===== src/rtl/alpu_pkg.sv =====
// Shared ALU/FPU definitions: opcode boundaries, FPU-class decode, dispatch states.
// Latency: n/a (constants and a pure function).
// Backpressure: n/a.
package alpu_pkg;

  localparam int ALPU_OP_W = 5;

  // FPU-class opcode ranges; everything outside them executes on the ALU.
  localparam logic [ALPU_OP_W-1:0] OP_FPU_LO0_FIRST = 5'b01010;
  localparam logic [ALPU_OP_W-1:0] OP_FPU_LO0_LAST  = 5'b01101;
  localparam logic [ALPU_OP_W-1:0] OP_FPU_HI_FIRST  = 5'b10001;
  localparam logic [ALPU_OP_W-1:0] OP_FCLASS        = 5'b11000;

  typedef enum logic [2:0] {
    ST_IDLE,
    ST_ISSUE,
    ST_WAIT,
    ST_DONE,
    ST_DRAIN
  } dispatch_state_t;

  // Also used by the result merge, so keep it free of any dispatch state.
  function automatic logic is_fpu_op(input logic [ALPU_OP_W-1:0] op);
    return ((op >= OP_FPU_LO0_FIRST) && (op <= OP_FPU_LO0_LAST)) ||
           (op >= OP_FPU_HI_FIRST);
  endfunction

endpackage


===== src/rtl/alpu_timeout_cnt.sv =====
// Clear/enable up-counter with a terminal-count flag at MAX-1.
// Latency: o_tc is combinational from the registered count.
// Backpressure: none; clear has priority over enable.
module alpu_timeout_cnt #(
  parameter int MAX = 64
) (
  input  logic i_clk,
  input  logic i_rst_n,
  input  logic i_clr,
  input  logic i_en,
  output logic o_tc
);

  localparam int CW = (MAX > 2) ? $clog2(MAX) : 1;
  localparam logic [CW-1:0] TC_VAL = CW'(MAX - 1);

  logic [CW-1:0] cnt;

  always_ff @(posedge i_clk) begin
    if (!i_rst_n) begin
      cnt <= '0;
    end else if (i_clr) begin
      cnt <= '0;
    end else if (i_en && (cnt != TC_VAL)) begin
      cnt <= cnt + 1'b1;
    end
  end

  assign o_tc = (cnt == TC_VAL);

endmodule


===== src/rtl/alpu_fpu_dispatch.sv =====
// Execute-stage FPU dispatch: decodes op, launches the multi-cycle FPU, stalls until done.
// Latency: accept -> ISSUE -> (WAIT)* -> DONE; 3 cycles minimum, stall high 2 of them.
// Backpressure: o_stall holds IF/ID/EX while an FPU op is in flight or refused (DRAIN).
// Ports: i_valid/i_alu_op/i_rs1_data/i_rs2_data/i_flush from EX; o_stall to the pipeline;
//        o_fpu_start/op/a/b and i_fpu_done/result to the FPU; o_fpu_sel/data/result_valid
//        to the result merge; o_timeout_err sticky until reset.
module alpu_fpu_dispatch
  import alpu_pkg::*;
#(
  parameter int DATA_W      = 32,
  parameter int OP_W        = 5,
  parameter int TIMEOUT_CYC = 64
) (
  input  logic              i_clk,
  input  logic              i_rst_n,
  input  logic              i_valid,
  input  logic [OP_W-1:0]   i_alu_op,
  input  logic [DATA_W-1:0] i_rs1_data,
  input  logic [DATA_W-1:0] i_rs2_data,
  input  logic              i_flush,
  output logic              o_stall,
  output logic              o_fpu_start,
  output logic [OP_W-1:0]   o_fpu_op,
  output logic [DATA_W-1:0] o_fpu_a,
  output logic [DATA_W-1:0] o_fpu_b,
  input  logic              i_fpu_done,
  input  logic [DATA_W-1:0] i_fpu_result,
  output logic              o_fpu_sel,
  output logic [DATA_W-1:0] o_fpu_data,
  output logic              o_result_valid,
  output logic              o_timeout_err
);

  dispatch_state_t state, state_n;

  logic fpu_req;
  logic lat, cap, set_err;
  logic cnt_clr, cnt_en, cnt_tc;

  assign fpu_req = i_valid && is_fpu_op(i_alu_op) && !i_flush;

  alpu_timeout_cnt #(.MAX(TIMEOUT_CYC)) u_tmo (
    .i_clk   (i_clk),
    .i_rst_n (i_rst_n),
    .i_clr   (cnt_clr),
    .i_en    (cnt_en),
    .o_tc    (cnt_tc)
  );

  always_comb begin
    state_n        = state;
    o_stall        = 1'b0;
    o_fpu_start    = 1'b0;
    o_fpu_sel      = 1'b0;
    o_result_valid = 1'b0;
    lat            = 1'b0;
    cap            = 1'b0;
    set_err        = 1'b0;
    cnt_clr        = 1'b0;
    cnt_en         = 1'b0;
    unique case (state)
      ST_IDLE: begin
        if (fpu_req) begin
          o_stall = 1'b1;
          lat     = 1'b1;
          state_n = ST_ISSUE;
        end
      end
      ST_ISSUE, ST_WAIT: begin
        o_stall     = 1'b1;
        o_fpu_start = (state == ST_ISSUE);
        cnt_clr     = (state == ST_ISSUE);
        cnt_en      = (state == ST_WAIT);
        if (i_fpu_done) begin
          // A flush racing the result discards it; the FPU is already idle.
          cap     = !i_flush;
          state_n = i_flush ? ST_IDLE : ST_DONE;
        end else if ((state == ST_WAIT) && cnt_tc) begin
          set_err = 1'b1;
          state_n = ST_IDLE;
        end else if (i_flush) begin
          // FPU cannot be cancelled; swallow its eventual done in DRAIN.
          state_n = ST_DRAIN;
        end else begin
          state_n = ST_WAIT;
        end
      end
      ST_DONE: begin
        o_result_valid = !i_flush;
        o_fpu_sel      = !i_flush;
        state_n        = ST_IDLE;
      end
      ST_DRAIN: begin
        o_stall = fpu_req;
        cnt_en  = 1'b1;
        if (i_fpu_done) begin
          state_n = ST_IDLE;
        end else if (cnt_tc) begin
          set_err = 1'b1;
          state_n = ST_IDLE;
        end
      end
      default: state_n = ST_IDLE;
    endcase
  end

  always_ff @(posedge i_clk) begin
    if (!i_rst_n) begin
      state         <= ST_IDLE;
      o_fpu_op      <= '0;
      o_fpu_a       <= '0;
      o_fpu_b       <= '0;
      o_fpu_data    <= '0;
      o_timeout_err <= 1'b0;
    end else begin
      state <= state_n;
      if (lat) begin
        o_fpu_op <= i_alu_op;
        o_fpu_a  <= i_rs1_data;
        o_fpu_b  <= i_rs2_data;
      end
      if (cap) begin
        o_fpu_data <= i_fpu_result;
      end
      if (set_err) begin
        o_timeout_err <= 1'b1;
      end
    end
  end

endmodule

===== config.mk =====
export PLATFORM = sky130hd
export DESIGN_NAME = alpu_fpu_dispatch
export DESIGN_NICKNAME = d
export VERILOG_FILES = /design/src/rtl/alpu_pkg.sv /design/src/rtl/alpu_timeout_cnt.sv /design/src/rtl/alpu_fpu_dispatch.sv
export SDC_FILE = /design/constraint.sdc
export NUM_CORES = 1
export LEC_CHECK = 0
export CAP_MARGIN = 20
export CORE_MARGIN = 5
export CORE_UTILIZATION = 41
export CTS_CLUSTER_DIAMETER = 150
export CTS_CLUSTER_SIZE = 25
export DETAILED_ROUTE_END_ITERATION = 8
export GPL_TIMING_DRIVEN = 1
export PLACE_DENSITY = 0.78
export REMOVE_ABC_BUFFERS = 1
export SLEW_MARGIN = 30
export SYNTH_ARGS = -nofsm -noshare
export SYNTH_HDL_FRONTEND = slang
export SYNTH_SLANG_ARGS = --single-unit

===== constraint.sdc =====
create_clock -name i_clk -period 2.17 [get_ports i_clk]
set_input_delay 0.651 -clock i_clk [delete_from_list [all_inputs] [get_ports i_clk]]
set_output_delay 0.651 -clock i_clk [all_outputs]
set_load 0.01 [all_outputs]

==> results <==
## sequential cells by signal, summed over array words and instances, names as in the netlist
register,cells
o_fpu_a,32
o_fpu_b,32
o_fpu_data,32
u_tmo.cnt,6
o_fpu_op,5
state,3
o_timeout_err,1
## cell usage after synthesis (2+ instances only)
cell type  count
and3_1         3
a211oi_1       2
o21ai_0        4
and2_1         2
o311ai_0       2
dfxtp_1      111
nor2_1         8
mux2i_1       70
a21boi_0      30
buf_2          6
nor2b_1        4
a21boi_1       4
buf_4          9
o21a_1         3
nand3_1        3
clkbuf_1      22
nand2_1      205
a21oi_1        2
## final cells by class
class                           instances  area, sq um  area share, %
Clock buffer                           12          165           2.34
Clock inverter                          3         65.1          0.921
Inverter                                1         3.75         0.0531
Multi-Input combinational cell        360         2090           29.6
Sequential cell                       111         2220           31.5
Tap cell                              140          175           2.48
Timing Repair Buffer                  237         2340           33.2
## logic make-up (layout without fill, tap and decap cells)
family                   count (synthesis)  after routing  synth area share (%)
multiplexers                            70             70                  15.6
flip-flops                             111            111                  49.5
AND/OR/NAND/NOR                        234            234                  20.9
XOR/XNOR                                 3              3                 0.753
AO/OA/AOI/OAI                           52             52                  8.51
adder cells (fa/ha/maj)                  1              1                 0.279
buffers and inverters                   39            253                  4.35
## power groups by stage
| stage | sequential, uW | clock, uW | combinational, uW |
|---|---|---|---|
| 6_report | 2140 | 1390 | 659 |
| 5_1_grt | 2150 | 1510 | 709 |
| 4_1_cts | 2140 | 1430 | 661 |
| 3_5_place_dp | 2180 | 0 | 642 |
| 3_3_place_gp | 2180 | 0 | 631 |
| 2_1_floorplan | 2220 | 0 | 180 |
## worst max-delay path by stage
stage,startpoint,to,slack [ps],cells past startpoint
floorplan,i_alu_op[3],o_fpu_a[0]$_SDFFE_PN0P_,-1610,4
finish,i_valid,o_stall,30,4
global route,i_alu_op[3],o_stall,0.08,6
CTS,i_alu_op[1],o_stall,-40,6
global placement,i_alu_op[3],o_stall,-800,6
detailed placement,i_alu_op[3],o_stall,-840,6
## repair_timing
| action | CTS | global route |
|---|---|---|
| setup buffers | 10 | 0 |
| pin swaps | 8 | 4 |
| resized for setup | 25 | 13 |
| hold buffers | 0 | 0 |
| hold endpoints to repair | 0 | 0 |
| endpoints found under the setup margin | 4 | 72 |
## per-layer routing
| metal | up-vias | wire (um) | global-route usage [%] |
|---|---|---|---|
| met5 | - | 0 | 0 |
| li1 | 2081 | - | - |
| met4 | 0 | 262 | 6.97 |
| met2 | 146 | 6230 | 33.4 |
| met1 | 1921 | 4900 | 21.1 |
| met3 | 21 | 1190 | 6.92 |
## critical path: cells and delay by family
| kind | cells | cell delay, ps |
|---|---|---|
| simple gates | 1 | 70 |
| buf+inv | 2 | 640 |
| compound gates | 1 | 120 |
## per-stage QoR
| step | hold slack (ps) | setup slack (ps) | instance area [sq um] |
|---|---|---|---|
| after detailed placement | 448 | -837 | 6780 |
| final | 459 | 33.7 | 7060 |
| after global placement | 442 | -802 | 6780 |
| after CTS | 461 | -38.2 | 7070 |
| after floorplan | 450 | -1610 | 4290 |
| after global routing | 485 | 0.0808 | 7060 |
==> impl_metrics.yaml <==
worst_setup_path:
  crit_fanout: 2
  arrival_ps: 1490
  cp_slowest_cell: "clkdlybuf4s50_1"
  path_cells: "clkdlybuf4s50_1, nand3_1, o22ai_1, buf_2"
  r2r_slack_ps: 290
  max_stage_delay_ps: 490
  rr_startpoint: "state[2]$_SDFFE_PN0P_"
  required_ps: 1520
  timing.rr.end: "o_fpu_b[19]$_SDFFE_PN0P_"
  reg2reg_depth: 10
  startpoint_type: "input port"
  endpoint_kind: "output pin"
  path_class: "input port to output pin"
cells_and_area:
  drive_above_1_share_pct: 7.87
  final_cells: 864
  fill_cells: 875
  layout_commonest_cell: "nand2_1"
  diodes: 0
  area_delta_synth_final_pct: 57.5
  final_util_pct: 65.4
  layout.nets: 827
  layout_common_cells: "nand2_1 (205), clkdlybuf4s50_1 (200), dfxtp_1 (110), mux2i_1 (70), a21boi_0 (29)"
grt:
  antenna_found_initial: 0
  track_usage_pct: 19.0
  grt_pass1_wl_um: 20200
  grt_pass1_vias: 4224
  grt_overflow: 0
  grt_max_degree: 100
clock_network:
  cts_buffer_depth: 2
  cts-root-buf: "clkbuf_8"
  clkTransAtPathRegs_ps: 90
  insertion_delay_ps: 360
  numCtsBuffers: 9
  clock_sinks: 111
  cts_tree: "yes"
  htreeDepth: 3
power_and_ir_drop:
  power_uw: 4180
  comb_power_share_pct: 15.7
  power_switching_uw: 942
  clockPowerShare_pct: 33.1
  p_int_uw: 3240
  vdd_drop_max_v: 0.000360
  switching_share_pct: 22.5
  power_density_nw_per_um2: 592
  seqPwrFrac_pct: 51.1
  p_leak_uw: 0.00259
sta:
  maxSlewHeadroom_pct: 57.0
  fmax_ghz: 0.468
  period_needed_ps: 2140
  tightest_slew_ps: 638
  setup_viol: 0
  setup-tns-final_ps: 0
  hold_violations: 0
  clock_skew_ps: 5.35
  period_share_pct: 98.4
  maxSlewViolCount: 0
  rsz0062_at_grt: "no"
floorplan:
  core-area_sq_um: 10800
  dieHeight_um: 115
  die_area_sq_um: 13100
  io_pins: 212
  num_rows: 38
  fp.dieW_um: 115
  initial_core_util_pct: 41.6
route:
  wirelength_um: 12600
  ant_nets: 0
  drt_iter0_drc: 264
  wl_per_cell_um: 14.6
  via_count: 4169
  dr.pass1.iters: 4
  drc: 0
  viasPerCell: 4.83
status:
  outcome: "finished, final reports clean"
yosys:
  syn_area_per_cell_sq_um: 8.80
  synth-seq-area-share_pct: 49.5
  synth.top_cells.by_area: "dfxtp_1 (50%), nand2_1 (17%), mux2i_1 (16%), a21boi_0 (5.0%), clkbuf_1 (1.8%)"
  ys.flop_type: "dfxtp_1"
  yosys.cell_types.count: 38
  synth_top_area_cell: "dfxtp_1"
  ys_ff_latch: 111
  synth_cells: 510
  synth-edff-count: 0
  synthArstFlopShare_pct: 0
  synth_top_cell_area_share_pct: 49.5
  synth_area_sq_um: 4490
  yosysWarnings: 0
place:
  io_buffer_count: 211
  placedCellCount: 839
  dpl.hpwl_um: 9360
  gp_congestion: 0.807
hold_path:
  hold_start: "o_fpu_a[23]$_SDFFE_PN0P_"
  min_to: "o_fpu_a[23]$_SDFFE_PN0P_"
  hp-class: "register to register"
  holdPathStages: 2
flow_run:
  drv_cap: 0
No activity file was read; power rests on OpenSTA's default activity.
